File: config.mk
export PLATFORM = sky130hd
export DESIGN_NAME = player_motion
export DESIGN_NICKNAME = d
export VERILOG_FILES = /design/src/rtl/player_motion_pkg.sv /design/src/rtl/key_edge_latch.sv /design/src/rtl/player_motion.sv
export SDC_FILE = /design/constraint.sdc
export NUM_CORES = 1
export LEC_CHECK = 0
export CELL_PAD_IN_SITES_DETAIL_PLACEMENT = 0
export CELL_PAD_IN_SITES_GLOBAL_PLACEMENT = 1
export CORE_MARGIN = 4
export CORE_UTILIZATION = 30
export CTS_CLUSTER_SIZE = 14
export DETAILED_ROUTE_END_ITERATION = 7
export PLACE_DENSITY = 0.59
export SLEW_MARGIN = 20
export SYNTH_ARGS = -nofsm -noshare
export SYNTH_HDL_FRONTEND = slang
export SYNTH_SLANG_ARGS = --single-unit
File: constraint.sdc
create_clock -name clk -period 6.7 [get_ports clk]
set_clock_uncertainty 0.05 [all_clocks]
set_input_delay 1.34 -clock clk [delete_from_list [all_inputs] [get_ports clk]]
set_output_delay 1.34 -clock clk [all_outputs]
set_load 0.02 [all_outputs]
File: src/rtl/player_motion_pkg.sv
// player_motion_pkg: shared state enum and fixed-point helpers for player_motion
package player_motion_pkg;
  typedef enum logic {GROUNDED = 1'b0, AIR = 1'b1} state_t;
  localparam int FP_GUARD = 2;
  function automatic int fp_w(input int pos_w, input int frac_bits);
    return pos_w + frac_bits + FP_GUARD;
  endfunction
  function automatic int to_fp(input int pix, input int frac_bits);
    return pix << frac_bits;
  endfunction
endpackage

File: src/rtl/key_edge_latch.sv
// key_edge_latch: rising-edge detect of key, latched into pending while arm is high, cleared by clear; ports clk, resetN, key, arm, clear -> rise, pending
module key_edge_latch (
  input  logic clk,
  input  logic resetN,
  input  logic key,
  input  logic arm,
  input  logic clear,
  output logic rise,
  output logic pending
);
  logic prev;
  assign rise = key & ~prev;
  always_ff @(posedge clk) begin
    if (!resetN) begin
      prev    <= 1'b0;
      pending <= 1'b0;
    end else begin
      prev    <= key;
      pending <= !clear && (pending || (rise && arm));
    end
  end
endmodule

File: src/rtl/player_motion.sv
// player_motion: per-frame sprite position (jump FSM + walk); in keys/freeze/start_Of_frame, out topLeftX/Y, airborne, jump_start, landed
module player_motion
  import player_motion_pkg::*;
#(
  parameter int POS_W            = 11,
  parameter int FRAC_BITS        = 6,
  parameter int INITIAL_X        = 20,
  parameter int X_MIN            = 0,
  parameter int X_MAX            = 600,
  parameter int X_SPEED          = 2,
  parameter int Y_GROUND         = 400,
  parameter int Y_MIN            = 0,
  parameter int SMALL_JUMP_SPEED = 320,
  parameter int HIGH_JUMP_SPEED  = 480,
  parameter int GRAVITY          = 32,
  parameter int MAX_FALL_SPEED   = 640
) (
  input  logic             clk,
  input  logic             resetN,
  input  logic             start_Of_frame,
  input  logic             small_jump,
  input  logic             high_jump,
  input  logic             move_left,
  input  logic             move_right,
  input  logic             freeze,
  output logic [POS_W-1:0] topLeftX,
  output logic [POS_W-1:0] topLeftY,
  output logic             airborne,
  output logic             jump_start,
  output logic             landed
);
  localparam int FW = fp_w(POS_W, FRAC_BITS);
  typedef logic signed [FW-1:0] fp_t;
  localparam fp_t GROUND_FP = fp_t'(to_fp(Y_GROUND, FRAC_BITS));
  localparam fp_t YMIN_FP   = fp_t'(to_fp(Y_MIN, FRAC_BITS));
  localparam fp_t SMALL_FP  = fp_t'(SMALL_JUMP_SPEED);
  localparam fp_t HIGH_FP   = fp_t'(HIGH_JUMP_SPEED);
  localparam fp_t GRAV_FP   = fp_t'(GRAVITY);
  localparam fp_t MAXF_FP   = fp_t'(MAX_FALL_SPEED);
  localparam logic [POS_W-1:0] XINIT_P = POS_W'(INITIAL_X);
  localparam logic [POS_W-1:0] XMIN_P  = POS_W'(X_MIN);
  localparam logic [POS_W-1:0] XMAX_P  = POS_W'(X_MAX);
  localparam logic [POS_W-1:0] XSP_P   = POS_W'(X_SPEED);
  state_t state, state_n;
  fp_t y_fp, y_n, vy, vy_n, y_sum, vy_g;
  logic [POS_W-1:0] x, x_n;
  logic grounded, step, launch, land, ceil;
  logic rise_s, rise_h, pend_s, pend_h;
  assign grounded = state == GROUNDED;
  assign step     = start_Of_frame && !freeze;
  key_edge_latch u_small (
    .clk(clk), .resetN(resetN), .key(small_jump), .arm(grounded),
    .clear(launch), .rise(rise_s), .pending(pend_s)
  );
  key_edge_latch u_high (
    .clk(clk), .resetN(resetN), .key(high_jump), .arm(grounded),
    .clear(launch), .rise(rise_h), .pending(pend_h)
  );
  always_ff @(posedge clk) begin
    if (!resetN) begin
      state      <= GROUNDED;
      y_fp       <= GROUND_FP;
      vy         <= '0;
      x          <= XINIT_P;
      jump_start <= 1'b0;
      landed     <= 1'b0;
    end else begin
      state      <= state_n;
      y_fp       <= y_n;
      vy         <= vy_n;
      x          <= x_n;
      jump_start <= launch;
      landed     <= land;
    end
  end
  // an edge arriving in the same cycle as the frame pulse launches directly, bypassing the pending flag
  always_comb begin
    y_sum   = y_fp + vy;
    vy_g    = vy + GRAV_FP;
    launch  = grounded && step && (pend_s || pend_h || rise_s || rise_h);
    land    = !grounded && step && (y_sum >= GROUND_FP);
    ceil    = !grounded && step && !land && (y_sum < YMIN_FP);
    state_n = launch ? AIR : land ? GROUNDED : state;
    y_n     = (grounded || !step) ? y_fp : land ? GROUND_FP : ceil ? YMIN_FP : y_sum;
    vy_n    = launch ? ((pend_h || rise_h) ? -HIGH_FP : -SMALL_FP) :
              (grounded || !step) ? vy :
              (land || ceil) ? '0 :
              (vy_g > MAXF_FP) ? MAXF_FP : vy_g;
    // clamp tests run in int so x - X_SPEED can never wrap below zero
    x_n     = (!step || (move_left == move_right)) ? x :
              move_left ? ((int'(x) < X_MIN + X_SPEED) ? XMIN_P : x - XSP_P) :
              ((int'(x) + X_SPEED > X_MAX) ? XMAX_P : x + XSP_P);
  end
  always_comb begin
    topLeftX = x;
    topLeftY = POS_W'(y_fp >>> FRAC_BITS);
    airborne = state == AIR;
  end
endmodule

======== Yosys cells after proc, flatten, opt, wreduce, memory -nomap -nowiden ========
Cells that the tools add are included.
storage, ports and cells
  bits in registers ....................... 56
  bits of input ports ..................... 8
  logic and storage cells ................. 64
operators by class
  $add $sub $neg .......................... 5
  order comparisons ....................... 5
  equality and inequality tests ........... 2
  mux-type cells .......................... 12
  bitwise operators ....................... 5
  reduce and logical (&&, ||, !) cells .... 25
operator list
  cell                     count
  $mux W19                 6
  $mux W11                 3
  $add A19 B19 Y19         1
  $add A19 B7 Y19 const B  1
  $ge A19 B16 Y1 const B   1
  $gt A19 B11 Y1 const B   1
  $lt A19 B1 Y1 const B    1
  $add A11 B2 Y12 const B  1
  $gt A12 B10 Y1 const B   1
  $add A11 B2 Y11 const B  1
  $logic_and A1 B1 Y1      11
  $lt A11 B2 Y1 const B    1
  $sub A11 B2 Y11 const B  1
  $logic_or A1 B1 Y1       9
  $mux W8                  1
  $logic_not A1 Y1         4
  $not A1 Y1               3
  $and A1 B1 Y1            2
  $mux W1                  2
  $ne A2 B1 Y1 const B     1
  $reduce_bool A2 Y1       1
  $eq A1 B1 Y1             1

======== Longest topological paths before layout ========
  depth after elaboration ................. 11
  gate-level depth with buffers ........... 12
  mapped depth without buffers ............ 11

======== By module ========
Synthesis repeated with hierarchy kept, for this count alone.
second synthesis, totals
  cell total of the unflattened synthesis .. 451
  area total of the unflattened synthesis .. 3522.1 um^2
by module, submodules not included
  module          instances  cells each  area an instance (um^2)
  player_motion   1          435         3367.0
  key_edge_latch  2          8           77.6

======== Least setup slack after synthesis ========
Ideal clock, no wire load.
  path kind ............................... input port to flip-flop
  start point ............................. input start_Of_frame
  end point ............................... register vy[8]
  setup time .............................. 0.073 ns
  arrival time ............................ 2.891 ns
  slack ................................... 3.685 ns
  cell stages on the path ................. 7
  cells stage by stage .................... nor2b_1 -> and2_1 -> o31ai_2 -> nor4b_4 -> nand3_2 -> or4_1 -> o211ai_2
on the way
  cells in the longest elaborated chain, start to end .. 10
  elaborated cells between the ends (all ways) .. 15
  classes of those cells .................. 1 x eq/ne; 3 x mux; 11 x reduce/logical
RTL lines
  what                              line                                      source
  start, declared                   player_motion.sv:20                       input logic start_Of_frame,
  $logic_and A1 B1 Y1 (*)           player_motion.sv:50                       assign step = start_Of_frame && !freeze;
  $logic_and A1 B1 Y1               player_motion.sv:81, player_motion.sv:82
  $logic_and A1 B1 Y1               player_motion.sv:81                       land = !grounded && step && (y_sum >= GROUND_FP);
  $logic_not A1 Y1                  player_motion.sv:82                       ceil = !grounded && step && !land && (y_sum < YMIN_FP);
  $logic_and A1 B1 Y1 (2 in a row)  player_motion.sv:82
  $logic_or A1 B1 Y1                player_motion.sv:87                       (land || ceil) ? '0 :
  $mux W19                          player_motion.sv:87
  $mux W19                          player_motion.sv:86                       (grounded || !step) ? vy :
  $mux W19                          player_motion.sv:85                       vy_n = launch ? ((pend_h || rise_h) ? -HIGH_FP : -SMALL_FP) :
  end signal, assigned              player_motion.sv:70                       vy <= vy_n;
  end, declared                     player_motion.sv:45                       fp_t y_fp, y_n, vy, vy_n, y_sum, vy_g;
Every way passes the cells marked *; elsewhere a longest branch is shown, timed or not. The select of a mux whose other input is x is not followed.
A chain may end at the register's enable or synchronous reset.

======== Final worst setup path ========
Ends and elaborated chain as after synthesis.

==> key figures <==
STA
  – RSZ-0062 raised after global routing: no
  – # setup viols final: 0
  – Final worst slack: 2.423 ns
  – Min cycle time layout: 4.277 ns
  – Slew margin rel.: 33.20%
  – Slew Viols, Final: 0
  – Pin slew with the least headroom to its limit: 0.9953 ns
  – FMAX: 233.8 MHz
  – Fin. Hold Viols: 0
  – Crit share post-route: a little under two thirds
  – Setup TNS: 0 ns

Final layout
  – Synth-to-Final Area Change: 14.16%
  – Non-filler cells, final: 610
  – Nets@finish: 490
  – Most frequent cells in the layout: dfxtp_1, nand2_1, nor2_1, a21oi_1, clkdlybuf4s50_1
  – Share of cells above drive strength 1: 8.137%
  – Post-route cell area: 0.004066 mm^2
  – Most common cell after layout, fill and taps aside: dfxtp_1
  – Antenna cells: 0

CTS
  – Clock root cell: clkbuf_16
  – # H-tree levels: 2
  – CTS tree: done
  – Worst skew pair latency: 0.29 ns
  – CTS resizes: 0
  – Clock-pin transition on the worst setup and hold timing paths: about 0.07 ns
  – Hold buffer count at cts: 0
  – Clk sinks: 45
  – CTS Buf Count: 5
  – Setup bufs post-CTS: 0
  – CTS Buffer Depth: 2

Worst hold path
  – Worst Hold Depth: 2
  – Hold Path Class: reg -> reg

Floorplan
  – Die Y: 117.0 um
  – Die area: 0.01368 mm^2
  – Core area: 0.01152 mm^2
  – Die X: roughly 120 um
  – # IOs: 33
  – Starting density of the core: 30.93%
  – FP Rows: 39

Drt
  – Iteration-0 DRC Markers: 152
  – Vias: ~3400
  – Final ANT Viol Nets: 0
  – TritonRoute pass-1 iters: 4
  – DRC violations left: 0
  – Vias/cell: about 5.5
  – Post-Route WL: 10.06 mm
  – WL/cell: 16.49 um

Power
  – Lkg Pwr: 1.463 nW
  – Pwr Density: 191.1 mW/mm^2
  – Worst VDD drop: 0.1262 mV
  – Power consumption: 777.2 uW

Global route
  – Vias in the first global route: approximately 3300
  – Global-route usage over all layers: between 15 and 20%
  – Initial antenna violation count: 0
  – First-pass GRT wire length: between 15 and 20 mm
  – Total gr overflow: 0
  – Largest net degree at the start of global routing: 23

Synthesis
  – Main combinational cell family by area after synthesis: compound AO/OA/AOI/OAI gates
  – Post-synth top area share: approximately a quarter
  – Post-synth top area cell: dfxtp_1
  – Mux cell area share after synthesis: 0.2810%
  – Simple-gate portion of the synthesized area: between 20% and 30%
  – Cells after Synth: between 400 and 500
  – Seq/Total Area, Yosys: 25.29%
  – Syn_area_per_cell: 7.694 um^2
  – Synthesized cell area: 0.003562 mm^2
  – Synth Register Bits: 45
  – Post-Synth Adder-Cell Area: 5.620%
  – Syn_nets: 487
  – YS warnings: 0
  – EDFF count, synth: 0
  – Yosys cell types: 79
  – Post-synthesis xor/xnor area fraction: 4.672%
  – Synth area leaders: dfxtp_1, a21oi_1, ha_1, nand2_1, nor2_1
  – Ys flop type: dfxtp_1
  – Ys async rst share: 0%
  – Post-synthesis compound-gate area fraction: about 31%

Place
  – Input/output buffers: 31
  – Routability cong.: 0.7888
  – Post-placement cell area: approximately 0.0039 mm^2
  – Pre-CTS setup slack: 2.119 ns
  – Post-detail-place hpwl: between 7 and 8 mm
  – Inst Count DP: 602

Worst setup path
  – Startpoint types: input port
  – Worst path bufs/invs: 1
  – Critical Path Max Stage Delay: 0.58 ns
  – Req. time, crit path: 6.87 ns
  – CP Max Fanout: 14
  – Setup Crit Path Kind: in -> reg
  – Crit path max-delay cell type: and2_1
  – Critical path endpoint category: flip-flop
  – Worst path cell trace: clkdlybuf4s50_1 > nor2b_1 > and2_1 > o31ai_2 > nor4b_4 > nand3_2 > or4_1 > o211ai_2
  – Critical Path AT: 4.45 ns
  – Reg2reg path depth: 10
  – CP delay by family, top: simple AND/OR/NAND/NOR gates
  – WP depth: 8

Run status
  – Status: finished, final reports clean

Run
  – Max cap viols: 0
[per-layer routing]
| layer | track usage [%] | up-vias | wire length, um |
|---|---|---|---|
| met5 | 0 | - | 0 |
| met3 | 2.365 | 10 | 261 |
| met2 | 25.86 | 41 | 4795 |
| met1 | 19.69 | 1609 | 4811 |
| met4 | 5.046 | 0 | 190 |
| li1 | - | 1703 | - |
[cell families (layout without fill, tap and decap cells)]
group	count (synthesis)	after routing
simple gates	180	180
flops	45	45
compound gates	151	151
fa+ha+maj	16	16
buf+inv	50	54
other cells	1	1
mux	1	1
xor+xnor	19	19
[area by class of cell]
| cell class | count | area, um^2 |
|---|---|---|
| well taps | 143 | 178.9 |
| repair buffers | 34 | 332.8 |
| clock inverters | 3 | 65.06 |
| multi-input cells | 368 | 2419 |
| clock buffers | 5 | 125.1 |
| inverters | 12 | 45.04 |
| flip-flops and latches | 45 | 900.9 |
| fillers | 1207 | 7450 |
[Yosys cell counts, types with 6 or more instances]
cell,instances
inv_1,11
xor2_1,7
a21o_1,7
nor3b_1,6
nand2b_1,6
xnor2_1,12
nand2_1,43
and3_1,9
dfxtp_1,45
o211ai_2,7
nor2_1,43
nor2b_1,7
nor3_1,13
clkbuf_1,22
and2_1,9
a21oi_1,41
buf_4,12
and4_1,6
o21ai_0,26
ha_1,16
a211oi_1,8
nand3_1,13
[per-stage QoR]
step / hold slack, ns / utilization (%)
floorplan: 0.3906 / -
global placement: 0.4015 / 33.66
detailed placement: 0.4041 / 33.66
CTS: 0.4137 / 35.31
global route: 0.4357 / 35.31
finish: 0.4124 / 35.31
[where the power goes]
part	internal [mW]	total [mW]	leakage [nW]	switching, mW
clock	0.213	0.329	0.0938	0.116
sequential	0.279	0.302	0.366	0.0231
combinational	0.0632	0.146	1.00	0.0828
total	0.555	0.777	1.46	0.222
[worst min-delay path, cell delays in order, from the launching register on]
cell,delay [ns]
dfxtp_1,0.31
nand2_1,0.05
a21oi_1,0.05
[final timing paths]
kind,start,endpoint,slack (ns)
setup reg to reg,vy[10],vy[8],3.02
hold reg to reg,y_fp[5],y_fp[5],0.41
hold / removal,y_fp[5],y_fp[5],0.41
setup / recovery,start_Of_frame,vy[8],2.42
(Power assumes the default switching activity.)
